### src/rtl/lsu_ctrl.sv
// Load/store unit: steers byte lanes and enables toward a req/ack data memory,
// formats load data, rejects misaligned word accesses and bounds the ack wait.
module lsu_ctrl #(
    parameter int ADDR_W      = 32,
    parameter int TIMEOUT_CYC = 16
) (
    input  logic              i_clk,
    input  logic              i_rst_n,
    input  logic              i_lsu_vld,
    output logic              o_lsu_rdy,
    input  logic              i_mem_rden,
    input  logic              i_mem_wren,
    input  logic              i_w_b_LSU,
    input  logic              i_l_unsigned,
    input  logic [31:0]       i_addr,
    input  logic [31:0]       i_wdata,
    output logic              o_stall,
    output logic [31:0]       o_rdata,
    output logic              o_rdata_vld,
    output logic              o_misalign,
    output logic              o_timeout,
    output logic              o_dmem_req,
    output logic              o_dmem_we,
    output logic [ADDR_W-1:0] o_dmem_addr,
    output logic [3:0]        o_dmem_be,
    output logic [31:0]       o_dmem_wdata,
    input  logic              i_dmem_ack,
    input  logic [31:0]       i_dmem_rdata
);

    localparam int CNT_W = (TIMEOUT_CYC > 1) ? $clog2(TIMEOUT_CYC + 1) : 1;
    // Expiry is the cycle in which the counter holds TIMEOUT_CYC-1 (the TIMEOUT_CYC-th REQ cycle).
    localparam logic [CNT_W-1:0] TO_LAST = CNT_W'((TIMEOUT_CYC > 0) ? TIMEOUT_CYC - 1 : 0);

    typedef enum logic [1:0] {IDLE, REQ, DONE} state_t;

    state_t              state_q, state_d;
    logic [CNT_W-1:0]    cnt_q, cnt_d;
    logic [ADDR_W-1:0]   addr_q, addr_d;
    logic [1:0]          lane_q, lane_d;
    logic                byte_q, byte_d;
    logic                uns_q, uns_d;
    logic                we_q, we_d;
    logic [3:0]          be_q, be_d;
    logic [31:0]         wdata_q, wdata_d;
    logic [31:0]         rdata_q, rdata_d;
    logic                mis_q, mis_d;
    logic                to_q, to_d;

    logic                op_req;
    logic                misaligned;
    logic                accept;
    logic                expire;
    logic [7:0]          sel_byte;
    logic [31:0]         fmt_data;

    assign op_req     = i_lsu_vld & (i_mem_rden | i_mem_wren);
    assign misaligned = ~i_w_b_LSU & (i_addr[1:0] != 2'b00);
    assign accept     = (state_q == IDLE) & op_req & ~misaligned;
    assign expire     = (TIMEOUT_CYC != 0) && (cnt_q == TO_LAST);

    assign sel_byte = i_dmem_rdata[{lane_q, 3'b000} +: 8];
    assign fmt_data = !byte_q ? i_dmem_rdata :
                      uns_q   ? {24'h000000, sel_byte} :
                                {{24{sel_byte[7]}}, sel_byte};

    always_ff @(posedge i_clk or negedge i_rst_n) begin
        if (!i_rst_n) begin
            state_q <= IDLE;
            cnt_q   <= '0;
            addr_q  <= '0;
            lane_q  <= '0;
            byte_q  <= 1'b0;
            uns_q   <= 1'b0;
            we_q    <= 1'b0;
            be_q    <= '0;
            wdata_q <= '0;
            rdata_q <= '0;
            mis_q   <= 1'b0;
            to_q    <= 1'b0;
        end else begin
            state_q <= state_d;
            cnt_q   <= cnt_d;
            addr_q  <= addr_d;
            lane_q  <= lane_d;
            byte_q  <= byte_d;
            uns_q   <= uns_d;
            we_q    <= we_d;
            be_q    <= be_d;
            wdata_q <= wdata_d;
            rdata_q <= rdata_d;
            mis_q   <= mis_d;
            to_q    <= to_d;
        end
    end

    always_comb begin
        state_d = state_q;
        cnt_d   = cnt_q;
        addr_d  = addr_q;
        lane_d  = lane_q;
        byte_d  = byte_q;
        uns_d   = uns_q;
        we_d    = we_q;
        be_d    = be_q;
        wdata_d = wdata_q;
        rdata_d = rdata_q;
        mis_d   = 1'b0;
        to_d    = to_q;

        case (state_q)
            IDLE: begin
                if (op_req && misaligned) begin
                    mis_d = 1'b1;
                end else if (accept) begin
                    state_d = REQ;
                    cnt_d   = '0;
                    addr_d  = {i_addr[ADDR_W-1:2], 2'b00};
                    lane_d  = i_addr[1:0];
                    byte_d  = i_w_b_LSU;
                    uns_d   = i_l_unsigned;
                    we_d    = i_mem_wren;
                    to_d    = 1'b0;
                    if (i_w_b_LSU) begin
                        be_d    = 4'b0001 << i_addr[1:0];
                        wdata_d = {4{i_wdata[7:0]}};
                    end else begin
                        be_d    = 4'hF;
                        wdata_d = i_wdata;
                    end
                end
            end
            REQ: begin
                cnt_d = cnt_q + 1'b1;
                // Ack takes priority over a coincident expiry.
                if (i_dmem_ack) begin
                    if (!we_q) rdata_d = fmt_data;
                    state_d = DONE;
                end else if (expire) begin
                    if (!we_q) rdata_d = '0;
                    to_d    = 1'b1;
                    state_d = DONE;
                end
            end
            DONE: begin
                state_d = IDLE;
            end
            default: begin
                state_d = IDLE;
            end
        endcase
    end

    assign o_lsu_rdy    = i_rst_n & (state_q == IDLE);
    assign o_stall      = i_rst_n & (accept | (state_q == REQ));
    assign o_dmem_req   = (state_q == REQ);
    assign o_dmem_we    = we_q;
    assign o_dmem_addr  = addr_q;
    assign o_dmem_be    = be_q;
    assign o_dmem_wdata = wdata_q;
    assign o_rdata      = rdata_q;
    assign o_rdata_vld  = (state_q == DONE) & ~we_q;
    assign o_timeout    = (state_q == DONE) & to_q;
    assign o_misalign   = mis_q;

endmodule

### config.mk
export PLATFORM = sky130hd
export DESIGN_NAME = lsu_ctrl
export DESIGN_NICKNAME = d
export VERILOG_FILES = /design/src/rtl/lsu_ctrl.sv
export SDC_FILE = /design/constraint.sdc
export NUM_CORES = 1
export LEC_CHECK = 0
export CORE_MARGIN = 2
export CORE_UTILIZATION = 40
export CTS_BUF_LIST = sky130_fd_sc_hd__clkbuf_4 sky130_fd_sc_hd__clkbuf_8
export DETAILED_ROUTE_END_ITERATION = 10
export PLACE_DENSITY = 0.78
export SLEW_MARGIN = 20
export SYNTH_ARGS = -nofsm -noshare
export SYNTH_HDL_FRONTEND = slang
export SYNTH_SLANG_ARGS = --single-unit
### constraint.sdc
create_clock -name i_clk -period 1.8 [get_ports i_clk]
set_input_delay 0.36 -clock i_clk [delete_from_list [all_inputs] [get_ports i_clk]]
set_output_delay 0.36 -clock i_clk [all_outputs]
set_load 0.01 [all_outputs]
# ---- Word level (Yosys, flattened, before mapping)
# Cells that the tools add are included.
dict set report classes {
  n_mux 23
  addsub 1
  shifts 2
  n_bitwise 14
  n_reduce_logical 10
  eq_ne 8
}
# op count
set op_table {}
lappend op_table {{32-bit 2-to-1 mux} 7}
lappend op_table {{32-bit by 6-bit variable part select with 8-bit output} 1}
lappend op_table {{3-bit AND reduction} 4}
lappend op_table {{5-bit 2-to-1 mux} 2}
lappend op_table {{5-bit case mux with 2 select lines} 1}
lappend op_table {{1-bit AND} 8}
lappend op_table {{2-bit 2-to-1 mux} 4}
lappend op_table {{1-bit 2-to-1 mux} 6}
lappend op_table {{2-bit != test (second input constant)} 3}
lappend op_table {{2-bit nonzero test} 3}
lappend op_table {{5-bit by 1-bit adder with 5-bit output (second input constant)} 1}
lappend op_table {{5-bit by 4-bit == test with 1-bit output (second input constant)} 1}
lappend op_table {{5-bit AND reduction} 1}
lappend op_table {{4-bit 2-to-1 mux} 1}
lappend op_table {{1-bit NOT} 4}
lappend op_table {{2-bit case mux with 2 select lines} 1}
lappend op_table {{1-bit by 2-bit << shifter with 4-bit output (first input constant)} 1}
lappend op_table {{3-bit by 1-bit != test with 1-bit output (second input constant)} 1}
lappend op_table {{2-bit by 1-bit == test with 1-bit output (second input constant)} 1}
lappend op_table {{2-bit == test (second input constant)} 1}
lappend op_table {{2-bit zero test} 1}
lappend op_table {{2-bit by 1-bit != test with 1-bit output (second input constant)} 1}
lappend op_table {{1-bit bitwise OR} 2}
lappend op_table {{1-bit case mux with 2 select lines} 1}
lappend op_table {{1-bit logical AND} 1}
dict set report totals {
  register_bits 112
  elab_cells 70
  inputBits 104
}

# ---- Depth between registers and ports, before layout
# Gate-level depths: netlist (run 1).
dict set report logic_depth {
  ltp_word 7
  mapped_depth 8
  mapped_depth_nobuf 6
}

# ---- Worst setup path after synthesis (run 1)
# No wires, ideal clock.
dict set report synth_path {
  kind {reg-to-reg}
  startpoint {register cnt_q[0]}
  endpoint {register rdata_q[6], in the netlist o_rdata[6]}
  setup_ns 0.126
  t_arrival_ns 1.753
  required_ns 1.674
  setup_slack_ns -0.079
  n_path_buf 2
  path_stages_with_launch 9
  cell_sequence {dfrtp_1 > ha_1 > and3_1 > ha_1 > nor2_1 > or3_1 > buf_6 > buf_6 > a221o_1}
}
dict set report synth_via {
  elab_chain_len 3
}
# item line_no
set synth_rtl {}
lappend synth_rtl {{from (decl)} 38} ;# logic [CNT_W-1:0] cnt_q, cnt_d;
lappend synth_rtl {{from (signal assigned)} 83} ;# cnt_q <= cnt_d;
lappend synth_rtl {{5-bit by 4-bit == test with 1-bit output} 60} ;# assign expire = (TIMEOUT_CYC != 0) && (cnt_q == TO_LAST);
lappend synth_rtl {{2-bit nonzero test (no source line)} -}
lappend synth_rtl {{3-bit AND reduction (no source line)} -}
lappend synth_rtl {{to (signal assigned)} 91} ;# rdata_q <= rdata_d;
lappend synth_rtl {{to (decl)} 46} ;# logic [31:0] rdata_q, rdata_d;
# Every way passes these cells.
# A chain may end at the register's enable or synchronous reset.

# ---- Final worst setup path (run 1)
dict set report layout_path {
  startpoint {register cnt_q[0]}
  endpoint {register rdata_q[12], in the netlist o_rdata[12]}
}
# Same word-level chain as after synthesis.

==> results of run 1 <==
-- layout by cell type (no fill, tap or decap), types with 2 or more instances in the layout --
| master | n |
|---|---|
| o2bb2ai_2 | 7 |
| o21ai_0 | 33 |
| clkbuf_8 | 9 |
| conb_1 | 2 |
| inv_1 | 30 |
| nand2b_1 | 2 |
| a2111oi_0 | 4 |
| mux2_4 | 55 |
| bufinv_16 | 2 |
| o22ai_1 | 3 |
| nand3b_1 | 2 |
| buf_2 | 4 |
| mux2_2 | 13 |
| buf_12 | 7 |
| nor3b_1 | 28 |
| nand2_1 | 16 |
| buf_6 | 4 |
| and2_1 | 2 |
| nor2b_1 | 5 |
| nand3_1 | 4 |
| xor2_1 | 3 |
| a22o_1 | 4 |
| clkbuf_16 | 5 |
| clkbuf_4 | 2 |
| buf_4 | 43 |
| inv_6 | 2 |
| nor2_1 | 6 |
| a221o_1 | 25 |
| or3_1 | 2 |
| buf_16 | 2 |
| and3_1 | 5 |
| dfrtp_1 | 111 |
| a31oi_1 | 2 |
| a21oi_1 | 3 |
| clkdlybuf4s50_1 | 201 |
-- sequential cells by signal, summed over array words and instances (netlist names) --
register      flops
byte_q            1
state_q           2
o_misalign        1
o_dmem_wdata     32
o_rdata          32
uns_q             1
o_dmem_we         1
cnt_q             5
o_dmem_be         4
lane_q            2
o_dmem_addr      30
to_q              1
-- per-stage QoR --
step                hold slack (ns)  utilization  total power (uW)  cells
finish                      0.09195       0.6713             10570    849
global placement             0.4792       0.6102              8158    818
global route                 0.1372       0.6711             11080    848
CTS                         0.09548       0.6355             10120    839
detailed placement           0.4795       0.6102              8311    818
floorplan                   0.06441            -              5631    430
-- cells by family after synthesis --
| family | Yosys count | share of synthesized area |
|---|---|---|
| buf+inv | 68 | 0.06041 |
| simple gates | 83 | 0.1006 |
| other cells | 1 | 0.0007301 |
| xor+xnor | 3 | 0.005117 |
| compound gates | 91 | 0.1315 |
| fa+ha+maj | 2 | 0.004871 |
| mux | 69 | 0.1510 |
| flops | 112 | 0.5457 |
-- how the worst max path moves through the flow --
| stage | startpoint | endpoint | slack (ns) | cells past startpoint |
|---|---|---|---|---|
| 6_report | cnt_q[0] | o_rdata[12] | -0.17 | 7 |
| 2_1_floorplan | cnt_q[0] | o_rdata[6] | -0.08 | 8 |
| 4_1_cts | state_q[1] | o_stall | -0.17 | 4 |
| 3_5_place_dp | i_lsu_vld | o_stall | -0.61 | 5 |
| 5_1_grt | state_q[1] | o_stall | -0.24 | 4 |
| 3_3_place_gp | i_addr[0] | o_stall | -0.58 | 5 |
-- metal layers --
metal  wire length (um)  share of wire
met2               8043           0.48
met1               6466           0.39
met4                555          0.033
met5                  0              0
met3               1638          0.098
-- timing repair --
action	CTS	global route
hold buffers	0	0
cloned	2	6
pin swaps	4	24
setup buffers	3	3
setup endpoints to repair	92	57
resized for setup	32	76
-- worst reg2reg max path: cells and delay by family, from the launching register on --
kind,cells,cell delay (ns)
buffers and inverters,1,0.17
AND/OR/NAND/NOR,3,0.64
AO/OA/AOI/OAI,1,0.35
flip-flops,1,0.38
adder cells (fa/ha/maj),2,0.32
-- area by class of cell --
type,instances,area share
repair buffers,267,0.3239
well taps,172,0.02551
inverters,31,0.01379
flip-flops and latches,112,0.3323
clock inverters,5,0.01023
diodes,1,0.0002966
multi-input cells,250,0.2775
clock buffers,11,0.01646
-- report_power, final --
part	switching [uW]	internal, uW
clock network	899	830
logic	1840	3050
registers	573	3380
total	3320	7260
==> flow_metrics.tcl, run 1 <==
set metrics [dict create \
    run_status "finished with violations" \
    failed_checks "setup timing" \
    reg2regPathDepth 7 \
    crit_family "simple AND/OR/NAND/NOR gates" \
    finClkSkew_ns 0.01484 \
    synth_edf_count 0 \
    place.gp.congestion 0.8687 \
    fin_crit_sh 1.093 \
    yosys_most_used_dff "dfrtp_1" \
    die_h_um 117.3 \
    r2r_start "cnt_q[0]" \
    die-area_mm2 0.01376 \
    use_met1 0.2625 \
    syn_avg_cell_area_um2 11.97 \
    hold_viol_final 0 \
    antenna_found_initial 1 \
    area_growth_pct 64.26 \
    timing.rr.end "o_rdata[12]" \
    nets 777 \
    yosys.cell_count.top_type "dfrtp_1" \
    hp-class "input pin to async pin" \
    drv_cap 0 \
    synthArstFlopShare 1.000 \
    io_buffers 208 \
    clk_pin_slew_ns 0.11 \
    dp_hpwl_mm 11.40 \
    rrSetupSlack_ns -0.17 \
    insertion_delay_ns 0.38 \
    end_kind "register" \
    wl_per_cell_um 19.67 \
    final-setup-viol-count 63 \
    grt_pass1_vias 4687 \
    grt_pass1_wl_mm 24.70 \
    p_per_area_mw_per_mm2 1253 \
    grt.busiest_layer "met2" \
    via_count 4479 \
    grtUsageTotal 0.2264 \
    place_ws_ns -0.6120 \
    final_antenna_net_count 0 \
    synth_common_cells "dfrtp_1, mux2_2, o21ai_0" \
    multiInputGateArea_mm2 0.002341 \
    placed_cell_area_mm2 0.007669 \
    path_max_fanout 7 \
    p_leak_uw 0.003711 \
    cp-start-kind "register" \
    worstMarginPinSlew_ns 0.8032 \
    firstDrtPassIters 4 \
    use_met2 0.3761 \
    core_mm2 0.01257 \
    design_area_mm2 0.008437 \
    ios 211 \
    h-tree-depth 3 \
    cp.buffers_inverters 1 \
    ys_ff_latch 112 \
    required_ns 2.06 \
    drive_above_1_share 0.2515 \
    cts_root_buffer "clkbuf_8" \
    fmax_mhz 508.3 \
    met3_usage 0.08852 \
    synth.largest_area_cell "dfrtp_1" \
    cpPeakStageDelay_ns 0.40 \
    setup_ws_ns -0.1673 \
    num_rows 41 \
    yosys_warnings 0 \
    crit_type "register to register" \
    drc 0 \
    rsz0062_at_grt "yes" \
    ir_drop_uv 702.5 \
    drt-initial-drc-count 371 \
    grt_max_degree 64 \
    seqCellArea_mm2 0.002804 \
    die_w_um 117.3 \
    path_cells "ha_2, and3_4, ha_4, nor2_2, or3_4, buf_12, a221o_1" \
    arrival_ns 2.23 \
    slowest_stage "or3_4" \
    routed_wl_mm 16.70 \
    yosysSeqAreaShare 0.5457 \
    synth_cell_types 44 \
    clock-sinks 112 \
    slew_headroom 0.4645 \
    clk_path_buf_depth 2 \
    overflow 0 \
    synth_area_leaders "dfrtp_1, mux2_2, a221o_1, nor3b_1, o21ai_0" \
    netlist_area_mm2 0.005136 \
    post-route-min-period_ns 1.967 \
    via_per_inst 5.276 \
    drv_slew 0 \
    nFillCells 894 \
    cts_tree "built" \
    syn_inst 429 \
    yosysTopAreaCellShare 0.5457 \
    fin_setup_tns_ns -4.319 \
    initial_core_util 0.4087 \
    numCtsBuffers 9 \
]
(Power assumes the default switching activity.)
==> run 2: changes to the inputs <==
--- a/config.mk
+++ b/config.mk
@@ -6,10 +6,11 @@
 export NUM_CORES = 1
 export LEC_CHECK = 0
 export CORE_MARGIN = 2
-export CORE_UTILIZATION = 40
+export CORE_UTILIZATION = 48
 export CTS_BUF_LIST = sky130_fd_sc_hd__clkbuf_4 sky130_fd_sc_hd__clkbuf_8
+export CTS_CLUSTER_SIZE = 20
 export DETAILED_ROUTE_END_ITERATION = 10
-export PLACE_DENSITY = 0.78
+export PLACE_DENSITY = 0.88
 export SLEW_MARGIN = 20
 export SYNTH_ARGS = -nofsm -noshare
 export SYNTH_HDL_FRONTEND = slang
==> constraint.sdc (replaced) <==
create_clock -name i_clk -period 2.3 [get_ports i_clk]
set_input_delay 0.46 -clock i_clk [delete_from_list [all_inputs] [get_ports i_clk]]
set_output_delay 0.46 -clock i_clk [all_outputs]
set_load 0.01 [all_outputs]
==> flow_metrics.tcl, run 2 (same netlist as run 1, synthesis figures left out) <==
set metrics [dict create \
    fmax_mhz 454.3 \
    rrSetupSlack_ns 0.24 \
    p_leak_uw 0.003245 \
    crit_type "register to primary output" \
    drv_slew 0 \
    via_per_inst 5.496 \
    grt_pass1_vias 4645 \
    nets 745 \
    die-area_mm2 0.01154 \
    firstDrtPassIters 5 \
    slew_headroom 0.5472 \
    final_cell_mix "clkdlybuf4s50_1, dfrtp_1, mux2_2" \
    ios 211 \
    ir_drop_uv 592.9 \
    hold_viol_final 0 \
    grt_max_degree 56 \
    io_buffers 208 \
    clk_pin_slew_ns 0.11 \
    r2r_start "cnt_q[0]" \
    mostFrequentLayoutCell "clkdlybuf4s50_1" \
    p_per_area_mw_per_mm2 969.6 \
    reg2regPathDepth 8 \
    path_max_fanout 7 \
    die_h_um 107.4 \
    nFillCells 709 \
    die_w_um 107.4 \
    cts_root_buffer "clkbuf_8" \
    end_kind "primary output" \
    cp-start-kind "register" \
    cts_tree "built" \
    overflow 0 \
    place.gp.congestion 0.8578 \
    core_mm2 0.01037 \
    initial_core_util 0.4953 \
    required_ns 1.84 \
    grtUsageTotal 0.2566 \
    hp-class "input pin to async pin" \
    antenna_found_initial 0 \
    fin_crit_sh 0.9570 \
    post-route-min-period_ns 2.201 \
    grt_pass1_wl_mm 23.12 \
    final_antenna_net_count 0 \
    num_rows 37 \
    h-tree-depth 3 \
    drv_cap 0 \
    final-setup-viol-count 0 \
    antenna_cells 0 \
    arrival_ns 1.74 \
    area_growth_pct 49.21 \
    finClkSkew_ns 0.01759 \
    clock-sinks 112 \
    fin_setup_tns_ns 0 \
    timing.rr.end "o_rdata[0]" \
    run_status "complete, no violations" \
    drc 0 \
    dp_hpwl_mm 10.85 \
    worstMarginPinSlew_ns 0.6792 \
    rsz0062_at_grt "no" \
    design_area_mm2 0.007664 \
    drive_above_1_share 0.1863 \
    postCtsSetupBuffers 0 \
    routed_wl_mm 14.50 \
    drt-initial-drc-count 169 \
    insertion_delay_ns 0.36 \
    placed_cell_area_mm2 0.007456 \
    wl_per_cell_um 18.59 \
    numCtsBuffers 9 \
    clk_path_buf_depth 2 \
    via_count 4287 \
]
-- run 2: cell count changes in the layout (fill, tap and decap cells not counted), moves of 3 or more --
cell	change
mux2_2	+55
mux2_4	-55
buf_4	-20
o2bb2ai_1	+7
o2bb2ai_2	-7
clkbuf_16	-5
clkdlybuf4s50_1	+5
buf_2	-4
buf_6	-4
buf_12	-3
-- run 2: power by group --
group	switching, uW	internal, uW	total [uW]
clock network	643	452	1100
logic	1270	1980	3250
registers	446	2640	3090
-- run 2: routing by layer --
metal	track usage	up-vias	wire length, um
met5	0	-	0
li1	-	1956	-
met4	0.08883	0	286
met3	0.08959	23	1446
met2	0.4313	192	7327
met1	0.3070	2116	5443
-- run 2: metrics by stage --
| step | hold WS, ns | util | power (uW) | worst slack, ns | cells |
|---|---|---|---|---|---|
| finish | 0.2093 | 0.7390 | 7430 | 0.09890 | 780 |
| detailed placement | 0.3101 | 0.7190 | 6381 | -0.2095 | 763 |
| CTS | 0.2161 | 0.7383 | 7504 | 0.02073 | 780 |
| global route | 0.2302 | 0.7390 | 7874 | 0.009768 | 780 |
| floorplan | 0.1644 | - | 4407 | 0.4068 | 430 |
| global placement | 0.3087 | 0.7190 | 6260 | -0.2248 | 763 |
-- run 2: critical path, cell delays in order (launching register included) --
cell,delay [ns]
dfrtp_1,0.41
buf_4,0.17
nor3b_1,0.22
clkdlybuf4s50_1,0.58
-- run 2: what timing repair did --
| item | 4_1_cts | 5_1_grt |
|---|---|---|
| hold endpoints to repair | 10 | 0 |
| endpoints found under the setup margin | 2 | 1 |
| gates resized for setup | 5 | 2 |
| gates cloned | 0 | 0 |
| hold buffers | 1 | 0 |
-- run 2: final cells by class --
class,instances,area [um^2],area share
Timing Repair Buffer,235,2333,0.3045
Tap cell,136,170.2,0.02220
Sequential cell,112,2804,0.3659
Inverter,31,116.4,0.01518
Clock buffer,12,152.6,0.01992
Clock inverter,4,30.03,0.003918
Multi-Input combinational cell,250,2057,0.2684
-- run 2: worst max path at each step --
stage | start | end | slack [ns] | cells after the start
global placement | i_addr[1] | o_stall | -0.22 | 5
global route | state_q[1] | o_stall | 0.01 | 4
floorplan | state_q[0] | o_stall | 0.41 | 4
CTS | state_q[1] | o_dmem_req | 0.02 | 3
detailed placement | i_addr[1] | o_stall | -0.21 | 5
finish | state_q[0] | o_rdata_vld | 0.1 | 3
